==> src/rtl/bram_wr_arbiter_pkg.sv <==
// Shared types, default geometry and the round-robin pick function for the BRAM write arbiter.
package bram_wr_arbiter_pkg;

  localparam int unsigned AW_DEF    = 9;
  localparam int unsigned DW_DEF    = 64;
  localparam int unsigned DEPTH_DEF = 512;
  localparam int unsigned NREQ_MAX  = 4;
  localparam int unsigned PTR_W     = 2;

  typedef enum logic {
    ARB  = 1'b0,
    LOCK = 1'b1
  } arb_state_e;

  // First requesting index at or after ptr, wrapping at n; returns a one-hot grant.
  function automatic logic [NREQ_MAX-1:0] rr_pick(input logic [NREQ_MAX-1:0] req,
                                                  input logic [PTR_W-1:0]    ptr,
                                                  input int unsigned         n);
    logic [NREQ_MAX-1:0] g;
    logic                found;
    int unsigned         idx;
    g     = '0;
    found = 1'b0;
    for (int unsigned k = 0; k < NREQ_MAX; k++) begin
      if (k < n) begin
        idx = 32'(ptr) + k;
        if (idx >= n) idx = idx - n;
        if (!found && req[PTR_W'(idx)]) begin
          g[PTR_W'(idx)] = 1'b1;
          found          = 1'b1;
        end
      end
    end
    return g;
  endfunction

endpackage

==> src/rtl/bram_wr_arbiter_if.sv <==
// Producer-side request bus and BRAM-side write port of the shared BRAM write arbiter.
interface bram_wr_arbiter_if
  import bram_wr_arbiter_pkg::*;
#(
  parameter int unsigned NREQ = 3,
  parameter int unsigned AW   = AW_DEF,
  parameter int unsigned DW   = DW_DEF
);

  logic [NREQ-1:0]    req;
  logic [NREQ*AW-1:0] addr;
  logic [NREQ*DW-1:0] data;
  logic [NREQ-1:0]    last;
  logic [NREQ-1:0]    gnt;
  logic               wen;
  logic [AW-1:0]      wt_address;
  logic [DW-1:0]      data_out;
  logic               busy;
  logic               err;

  modport master (
    output req, addr, data, last,
    input  gnt, wen, wt_address, data_out, busy, err
  );

  modport slave (
    input  req, addr, data, last,
    output gnt, wen, wt_address, data_out, busy, err
  );

endinterface

==> src/rtl/bram_wr_rr_pick.sv <==
// Combinational round-robin picker: one-hot grant to the first requester at or after ptr.
module bram_wr_rr_pick
  import bram_wr_arbiter_pkg::*;
#(
  parameter int unsigned NREQ = 3
) (
  input  logic [NREQ-1:0]  req,
  input  logic [PTR_W-1:0] ptr,
  output logic [NREQ-1:0]  gnt
);

  logic [NREQ_MAX-1:0] pick_all;

  always_comb pick_all = rr_pick(NREQ_MAX'(req), ptr, NREQ);

  assign gnt = pick_all[NREQ-1:0];

  if (NREQ < NREQ_MAX) begin : g_hi
    logic unused_hi;
    assign unused_hi = ^pick_all[NREQ_MAX-1:NREQ];
  end

endmodule

==> src/rtl/bram_wr_arbiter.sv <==
// Round-robin arbiter sharing one registered BRAM write port among NREQ producers.
// Optional burst locking is enabled by defining BRAM_WR_ARB_LOCK_EN.
module bram_wr_arbiter
  import bram_wr_arbiter_pkg::*;
#(
  parameter int unsigned NREQ  = 3,
  parameter int unsigned AW    = AW_DEF,
  parameter int unsigned DW    = DW_DEF,
  parameter int unsigned DEPTH = DEPTH_DEF
) (
  input logic              clk,
  input logic              rst,
  bram_wr_arbiter_if.slave bus
);

  if (NREQ < 2 || NREQ > NREQ_MAX) begin : g_bad_nreq
    $error("bram_wr_arbiter: NREQ must be in 2..4");
  end

  arb_state_e       state, state_nxt;
  logic [PTR_W-1:0] ptr, ptr_nxt, sel;
  logic [NREQ-1:0]  rr_gnt, gnt_c;
  logic             accept, in_range;
  logic [AW-1:0]    addr_sel;
  logic [DW-1:0]    data_sel;
`ifdef BRAM_WR_ARB_LOCK_EN
  logic [PTR_W-1:0] owner, owner_nxt;
`endif

  function automatic logic [PTR_W-1:0] ptr_inc(input logic [PTR_W-1:0] p);
    return (32'(p) == NREQ - 1) ? '0 : p + PTR_W'(1);
  endfunction

  bram_wr_rr_pick #(.NREQ(NREQ)) u_pick (
    .req (bus.req),
    .ptr (ptr),
    .gnt (rr_gnt)
  );

  // Effective grant and the beat it selects
  always_comb begin
    gnt_c = rr_gnt;
`ifdef BRAM_WR_ARB_LOCK_EN
    if (state == LOCK) gnt_c = NREQ'(1) << owner;
`endif
    sel = '0;
    for (int unsigned i = 0; i < NREQ; i++) begin
      if (gnt_c[i]) sel = PTR_W'(i);
    end
    accept   = |(bus.req & gnt_c);
    addr_sel = bus.addr[32'(sel)*AW +: AW];
    data_sel = bus.data[32'(sel)*DW +: DW];
    in_range = 32'(addr_sel) < DEPTH;
  end

  assign bus.gnt = gnt_c;

  // Next state, pointer and burst owner
  always_comb begin
    state_nxt = state;
    ptr_nxt   = ptr;
`ifdef BRAM_WR_ARB_LOCK_EN
    owner_nxt = owner;
`endif
    case (state)
      ARB: begin
        if (accept) begin
`ifdef BRAM_WR_ARB_LOCK_EN
          if (!bus.last[sel]) begin
            state_nxt = LOCK;
            owner_nxt = sel;
          end else begin
            ptr_nxt = ptr_inc(sel);
          end
`else
          ptr_nxt = ptr_inc(sel);
`endif
        end
      end
`ifdef BRAM_WR_ARB_LOCK_EN
      LOCK: begin
        if (accept && bus.last[sel]) begin
          state_nxt = ARB;
          ptr_nxt   = ptr_inc(owner);
        end
      end
`endif
      default: state_nxt = ARB;
    endcase
  end

  always_ff @(posedge clk) begin
    if (rst) begin
      state <= ARB;
      ptr   <= '0;
`ifdef BRAM_WR_ARB_LOCK_EN
      owner <= '0;
`endif
    end else begin
      state <= state_nxt;
      ptr   <= ptr_nxt;
`ifdef BRAM_WR_ARB_LOCK_EN
      owner <= owner_nxt;
`endif
    end
  end

  // Registered BRAM port; out-of-range beats are swallowed and flagged
  always_ff @(posedge clk) begin
    if (rst) begin
      bus.wen        <= 1'b0;
      bus.wt_address <= '0;
      bus.data_out   <= '0;
      bus.err        <= 1'b0;
    end else begin
      bus.wen <= accept && in_range;
      if (accept && in_range) begin
        bus.wt_address <= addr_sel;
        bus.data_out   <= data_sel;
      end
      if (accept && !in_range) bus.err <= 1'b1;
    end
  end

`ifdef BRAM_WR_ARB_LOCK_EN
  assign bus.busy = (state == LOCK);
`else
  logic unused_last;
  assign unused_last = ^bus.last;
  assign bus.busy    = 1'b0;
`endif

endmodule

==> src/flat_wrapper.sv <==
// flat-port wrapper written by rule: the top's interface ports become plain ports
module bram_wr_arbiter_flat import bram_wr_arbiter_pkg::*;
#(
  parameter int unsigned NREQ  = 3,
  parameter int unsigned AW    = AW_DEF,
  parameter int unsigned DW    = DW_DEF,
  parameter int unsigned DEPTH = DEPTH_DEF
)
  (clk, rst, bus_req, bus_addr, bus_data, bus_last, bus_gnt, bus_wen, bus_wt_address, bus_data_out, bus_busy, bus_err);
  bram_wr_arbiter_if #(.NREQ(NREQ), .AW(AW), .DW(DW)) bus_i ();
  input logic clk;
  input logic rst;
  input wire logic [$bits(bus_i.req)-1:0] bus_req;
  input wire logic [$bits(bus_i.addr)-1:0] bus_addr;
  input wire logic [$bits(bus_i.data)-1:0] bus_data;
  input wire logic [$bits(bus_i.last)-1:0] bus_last;
  output wire logic [$bits(bus_i.gnt)-1:0] bus_gnt;
  output wire logic [$bits(bus_i.wen)-1:0] bus_wen;
  output wire logic [$bits(bus_i.wt_address)-1:0] bus_wt_address;
  output wire logic [$bits(bus_i.data_out)-1:0] bus_data_out;
  output wire logic [$bits(bus_i.busy)-1:0] bus_busy;
  output wire logic [$bits(bus_i.err)-1:0] bus_err;
  assign bus_i.req = bus_req;
  assign bus_i.addr = bus_addr;
  assign bus_i.data = bus_data;
  assign bus_i.last = bus_last;
  assign bus_gnt = bus_i.gnt;
  assign bus_wen = bus_i.wen;
  assign bus_wt_address = bus_i.wt_address;
  assign bus_data_out = bus_i.data_out;
  assign bus_busy = bus_i.busy;
  assign bus_err = bus_i.err;
  bram_wr_arbiter #(.NREQ(NREQ), .AW(AW), .DW(DW), .DEPTH(DEPTH)) u_core (.clk(clk), .rst(rst), .bus(bus_i));
endmodule
==> config.mk <==
export PLATFORM = sky130hd
export DESIGN_NAME = bram_wr_arbiter_flat
export DESIGN_NICKNAME = d
export VERILOG_FILES = /design/src/rtl/bram_wr_arbiter_pkg.sv /design/src/rtl/bram_wr_arbiter_if.sv /design/src/rtl/bram_wr_rr_pick.sv /design/src/rtl/bram_wr_arbiter.sv /design/src/flat_wrapper.sv
export SDC_FILE = /design/constraint.sdc
export NUM_CORES = 1
export LEC_CHECK = 0
export CORE_AREA = 2 2 119 121
export CTS_CLUSTER_SIZE = 16
export DETAILED_ROUTE_END_ITERATION = 16
export DIE_AREA = 0 0 121 123
export PLACE_DENSITY = 0.83
export REMOVE_ABC_BUFFERS = 1
export SETUP_SLACK_MARGIN = 0.1
export SLEW_MARGIN = 20
export SYNTH_ARGS = -nofsm -noshare
export SYNTH_HDL_FRONTEND = slang
export SYNTH_SLANG_ARGS = --single-unit
export TNS_END_PERCENT = 50
==> constraint.sdc <==
create_clock -name clk -period 5.5 [get_ports clk]
set_clock_uncertainty 0.1 [all_clocks]
set_input_delay 1.375 -clock clk [delete_from_list [all_inputs] [get_ports clk]]
set_output_delay 1.375 -clock clk [all_outputs]
set_load 0.01 [all_outputs]
==> results_dict.tcl, run 1 <==
set metrics [dict create \
    status "complete, no violations" \
    gp_congestion 0.834 \
    cts_tree "yes" \
    synth_cell_types 39 \
    holdWs_ns 0.374 \
    p_clk_frac 0.167 \
    avgSynthCellArea_um2 7.76 \
    synth_area_leaders "dfxtp_1, a21oi_1, a22o_1" \
    placed_cell_area_um2 7180 \
    cp_top_family "buffers and inverters" \
    post-place-ws_ns 0.392 \
    core_area_um2 13600 \
    power.share.combinational 0.593 \
    grt_max_degree 78 \
    cts_made_buffers 9 \
    clk_pin_slew_ns 0.05 \
    fillCellCount 1253 \
    antenna_found_initial 0 \
    syn-instance-count 549 \
    dr_total_vias 4925 \
    ff_latch_area_um2 1520 \
    ys_seq_area_frac 0.357 \
    worst_pin_slew_ns 0.867 \
    die_w_um 121 \
    intPower_uw 2440 \
    cp.arrival_ns 3.68 \
    drt_iter0_markers 192 \
    postSynth.asyncResetShare 0 \
    path_class "in2out" \
    crit_required_ns 4.03 \
    die_area_um2 14900 \
    yosys_warnings 0 \
    final_nets 1047 \
    drtAntennaViolNets 0 \
    hold_viol_final 0 \
    endpoint_kind "output port" \
    cts_root_buf "clkbuf_16" \
    timing.final.ws_setup_ns 0.348 \
    syn2layout_area_growth_pct 76.6 \
    switching_share 0.395 \
    yosys.area.top_type "dfxtp_1" \
    dieHeight_um 123 \
    p_switching_uw 1590 \
    start_util 0.313 \
    p_total_uw 4040 \
    wirelength_mm 15.2 \
    rsz0062_at_grt "false" \
    hold_path.class "reg2reg" \
    drtPass1Iterations 4 \
    grt_usage 0.200 \
    synth_area_um2 4260 \
    avgRoutedWirePerCell_um 15.2 \
    min_to "u_core.bus.data_out[51]$_SDFFE_PP0P_" \
    grt_pass1_vias 4919 \
    ios 306 \
    htreeDepth 3 \
    power.ir.vdd_worst_uv 267 \
    yosys.area.top_type_share 0.357 \
    hold_buffers 0 \
    rrSetupSlack_ns 1.89 \
    p_seq_frac 0.240 \
    port_buffers 300 \
    slowest_stage "clkdlybuf4s50_1" \
    ys_ff_latch 76 \
    cts_max_path_buffers 2 \
    gr-total-overflow 0 \
    antenna_cells 0 \
    via_per_inst 4.93 \
    power_density_nw_per_um2 537 \
    post_cts_resized 0 \
    fin_crit_sh 0.937 \
    start_kind "input port" \
    crit_top_cell "clkdlybuf4s50_1" \
    hold_depth 1 \
    synth.top_cells.by_count "a21oi_1, dfxtp_1, a22o_1, nand2_1, nor2_1" \
    insertion_delay_ns 0.32 \
    r2r_cells 11 \
    rr_startpoint "u_core.ptr[0]$_SDFFE_PP0P_" \
    final_design_area_no_fill_um2 7520 \
    max_cap_violations 0 \
    slew_violations 0 \
    timing.rr.end "u_core.bus.data_out[52]$_SDFFE_PP0P_" \
    fin_crit_ns 5.15 \
    power_leakage_uw 0.00300 \
    yosysMostFrequentCell "a21oi_1" \
    cp.buffers_inverters 3 \
    cts_setup_buffers 0 \
    setup_violations 0 \
    worst_path_largest_cell_delay_ns 0.72 \
    rows 43 \
    max_freq_mhz 194 \
    grt_pass1_wl_mm 24.0 \
    drc_errors 0 \
    cp_cell_sequence "clkdlybuf4s50_1, inv_1, o21ai_0, or4b_4, a31oi_1, clkdlybuf4s50_1" \
    multi_input_area_um2 2340 \
    hpwl_mm 10.7 \
    drive_gt1_frac 0.0415 \
    synth_edf_count 0 \
    slew_headroom 0.422 \
    cts_sinks 76 \
    ys.flop_type "dfxtp_1" \
    hold_path_startpoint "u_core.bus.data_out[51]$_SDFFE_PP0P_" \
    crit_path_max_fanout 11 \
]
-- worst register-to-register path, cell delays in order (launching register included) --
cell	delay [ns]
dfxtp_1	0.36
inv_1	0.09
ha_1	0.45
inv_1	0.08
o41a_1	0.41
a22o_2	0.26
inv_2	0.06
buf_4	0.65
a22oi_2	0.27
nor3b_2	0.22
buf_4	0.26
a22o_1	0.31
-- state kept, by name, summed over array words and instances (netlist names) --
name	flops
u_core.bus.data_out	64
u_core.bus.wen	1
u_core.bus.wt_address	9
u_core.ptr	2
-- power by group through the flow --
stage / clock network [uW] / registers (uW) / logic, uW
CTS: 689 / 969 / 2420
floorplan: 0 / 1100 / 1180
global route: 710 / 1000 / 2630
detailed placement: 0 / 973 / 2410
global placement: 0 / 969 / 2390
finish: 673 / 970 / 2400
-- cells by family (layout without fill, tap and decap cells) --
logic type / count (synthesis) / count (layout) / share of synthesized area
AOI/OAI and AO/OA: 244 / 244 / 0.371
and+or+nand+nor: 160 / 160 / 0.152
DFF: 76 / 76 / 0.357
buffers and inverters: 61 / 331 / 0.0999
adders and majority gates: 4 / 4 / 0.0118
muxes: 3 / 3 / 0.00705
other: 1 / 2 / 0.000880
-- through the flow --
step	utilization	setup TNS, ns	std cells
final	0.553	0	1000
after global placement	0.528	0	985
after detailed placement	0.528	0	985
after CTS	0.553	0	1000
after floorplan	-	-416.10	496
after global routing	0.553	0	1000
-- worst max path at each step --
stage                     from                             endpoint  slack (ns)  depth (start not counted)
global route        bus_req[2]                           bus_gnt[0]        0.24                          6
floorplan           bus_req[2]  u_core.bus.data_out[0]$_SDFFE_PP0P_       -5.62                          7
detailed placement  bus_req[2]                           bus_gnt[0]        0.39                          6
global placement    bus_req[2]                           bus_gnt[0]        0.41                          6
finish              bus_req[2]                           bus_gnt[0]        0.35                          6
CTS                 bus_req[2]                           bus_gnt[0]        0.38                          6
-- layer usage --
metal	global-route usage	routed length, um	vias to the layer above
met2	0.341	7210	214
li1	-	-	2472
met3	0.0567	1330	20
met4	0.0531	273	0
met5	0	0	-
met1	0.247	6440	2219
-- area by class of cell --
class | count | share of cell area
multi-input cells | 413 | 0.311
flip-flops and latches | 76 | 0.202
inverters | 7 | 0.00349
well taps | 180 | 0.0299
clock inverters | 5 | 0.0133
repair buffers | 309 | 0.408
clock buffers | 10 | 0.0318
-- cells in the final DEF (no fill, tap or decap), drive strengths merged --
| cell | n |
|---|---|
| a22oi | 1 |
| nand2b | 1 |
| and3 | 1 |
| nor2 | 74 |
| a21o | 2 |
| nand4bb | 1 |
| a22o | 74 |
| dfxtp | 76 |
| clkbuf | 10 |
| nor3 | 1 |
| conb | 2 |
| ha | 4 |
| nand4b | 1 |
| nand3b | 3 |
| o21a | 1 |
| a21oi | 150 |
| mux2i | 3 |
| o211ai | 3 |
| a31oi | 2 |
| nand2 | 74 |
| o41a | 1 |
| buf | 9 |
| o21ai | 6 |
| a31o | 1 |
| nor2b | 2 |
| o31a | 1 |
| a211oi | 1 |
| inv | 7 |
| a32oi | 1 |
| or4b | 1 |
| clkinv | 2 |
| bufinv | 3 |
| nor3b | 1 |
| clkdlybuf4s50 | 300 |
No activity file was read; power rests on OpenSTA's default activity.
==> run 2: changes to the inputs <==
Settings changed: CORE_AREA 2 2 119 121 to 3 3 117 119, DIE_AREA 0 0 121 123 to 0 0 120 122, HOLD_SLACK_MARGIN from default to 0.06, PLACE_DENSITY 0.83 to 0.86.
==> results_dict.tcl, run 2 (synthesis gave the netlist of run 1 again) <==
set metrics [dict create \
    slew_headroom 0.405 \
    ff_latch_area_um2 1520 \
    final_common_cell "clkdlybuf4s50_1" \
    cp.arrival_ns 3.61 \
    grt_pass1_vias 4854 \
    fin_crit_ns 5.09 \
    crit_required_ns 4.03 \
    htreeDepth 3 \
    grt_pass1_wl_mm 24.4 \
    worst_pin_slew_ns 0.893 \
    antenna_cells 0 \
    power.ir.vdd_worst_uv 242 \
    cts_made_buffers 9 \
    final_nets 1048 \
    post-place-ws_ns 0.487 \
    final_core_util 0.592 \
    power_density_nw_per_um2 537 \
    power_leakage_uw 0.00299 \
    placed_cell_area_um2 7180 \
    dieHeight_um 122 \
    hold_path_startpoint "u_core.bus.data_out[31]$_SDFFE_PP0P_" \
    hpwl_mm 11.2 \
    core_area_um2 12700 \
    p_seq_frac 0.241 \
    dr_total_vias 5075 \
    rows 41 \
    status "complete, no violations" \
    syn2layout_area_growth_pct 76.3 \
    intPower_uw 2410 \
    post_cts_resized 0 \
    switching_share 0.401 \
    avgRoutedWirePerCell_um 16.3 \
    top_register "u_core.bus.data_out" \
    die_area_um2 14600 \
    drtAntennaViolNets 0 \
    cts_tree "yes" \
    hold_buffers 0 \
    power.share.combinational 0.600 \
    drt_iter0_markers 274 \
    max_freq_mhz 197 \
    cts_max_path_buffers 2 \
    drtPass1Iterations 4 \
    path_class "in2out" \
    slew_violations 0 \
    fin_crit_sh 0.925 \
    final_cell_mix "clkdlybuf4s50_1, a21oi_1, dfxtp_1" \
    hold_viol_final 0 \
    wirelength_mm 16.2 \
    timing.rr.end "u_core.bus.data_out[63]$_SDFFE_PP0P_" \
    crit_path_max_fanout 6 \
    largest_register_ffs 64 \
    rrSetupSlack_ns 1.81 \
    clk_pin_slew_ns 0.05 \
    max_cap_violations 0 \
    multi_input_area_um2 2340 \
    cts_sinks 76 \
    port_buffers 300 \
    drive_gt1_frac 0.0426 \
    rsz0062_at_grt "false" \
    ios 306 \
    p_switching_uw 1620 \
    fillCellCount 1111 \
    r2r_cells 11 \
    start_kind "input port" \
    grt_max_degree 78 \
    setup_violations 0 \
    grt_usage 0.206 \
    start_util 0.336 \
    drc_errors 0 \
    rr_startpoint "u_core.ptr[0]$_SDFFE_PP0P_" \
    hold_path.class "reg2reg" \
    final_design_area_no_fill_um2 7510 \
    antenna_found_initial 0 \
    cts_setup_buffers 0 \
    timing.final.ws_setup_ns 0.412 \
    via_per_inst 5.11 \
    p_clk_frac 0.159 \
    hold_depth 1 \
    gp_congestion 0.792 \
    endpoint_kind "output port" \
    insertion_delay_ns 0.32 \
    min_to "u_core.bus.data_out[31]$_SDFFE_PP0P_" \
    cts_root_buf "clkbuf_16" \
    reg_top3 "u_core.bus.data_out: 64 flops, u_core.bus.wt_address: 9 flops, u_core.ptr: 2 flops" \
    gr-total-overflow 0 \
    die_w_um 120 \
]
run 2: changes by cell type in the layout (fill, tap and decap cells not counted):
cell        delta
bufinv_16      -1
clkinvlp_4     +1
buf_4          +1
clkinv_2       -1
clkbuf_8       +1
run 2: worst max-delay path by stage:
stage,endpoint,cells after the start,start,slack [ns]
2_1_floorplan,u_core.bus.data_out[0]$_SDFFE_PP0P_,7,bus_req[2],-5.62
3_3_place_gp,bus_gnt[0],6,bus_req[0],0.50
3_5_place_dp,bus_gnt[0],6,bus_req[0],0.49
4_1_cts,bus_gnt[0],6,bus_req[0],0.40
5_1_grt,bus_gnt[0],6,bus_req[0],0.27
6_report,bus_gnt[0],6,bus_req[0],0.41
run 2: final cells by class:
class / instances / area share
Clock buffer: 11 / 0.0337
Tap cell: 172 / 0.0287
Clock inverter: 4 / 0.00967
Sequential cell: 76 / 0.203
Multi-Input combinational cell: 413 / 0.312
Inverter: 7 / 0.00350
Timing Repair Buffer: 310 / 0.410
run 2: per-stage QoR:
step / hold WS [ns] / setup TNS (ns) / total power, uW / instances
final: 0.376 / 0 / 4030 / 993
after global placement: 0.357 / 0 / 3380 / 978
after floorplan: 0.391 / -416.10 / 2270 / 496
after global routing: 0.389 / 0 / 4310 / 993
after CTS: 0.381 / 0 / 4060 / 993
after detailed placement: 0.363 / 0 / 3400 / 978
run 2: per-layer routing:
| metal | track usage | routed length (um) | vias to the layer above |
|---|---|---|---|
| met5 | 0 | 0 | - |
| met4 | 0.0795 | 395 | 0 |
| met3 | 0.0687 | 1460 | 24 |
| met2 | 0.361 | 7770 | 229 |
| met1 | 0.232 | 6550 | 2345 |
| li1 | - | - | 2477 |
run 2: worst max-delay path: stages:
cell             delay (ns)
clkdlybuf4s50_1        0.51
mux2i_1                0.27
o21ai_1                0.12
or4b_4                 0.57
a31oi_1                0.19
clkdlybuf4s50_1        0.57
run 2: power by group through the flow:
| stage | Clock (uW) | Sequential (uW) | Combinational [uW] |
|---|---|---|---|
| finish | 641 | 973 | 2420 |
| global route | 679 | 1010 | 2620 |
| CTS | 656 | 973 | 2430 |
| detailed placement | 0 | 979 | 2420 |
| global placement | 0 | 971 | 2410 |
| floorplan | 0 | 1100 | 1180 |
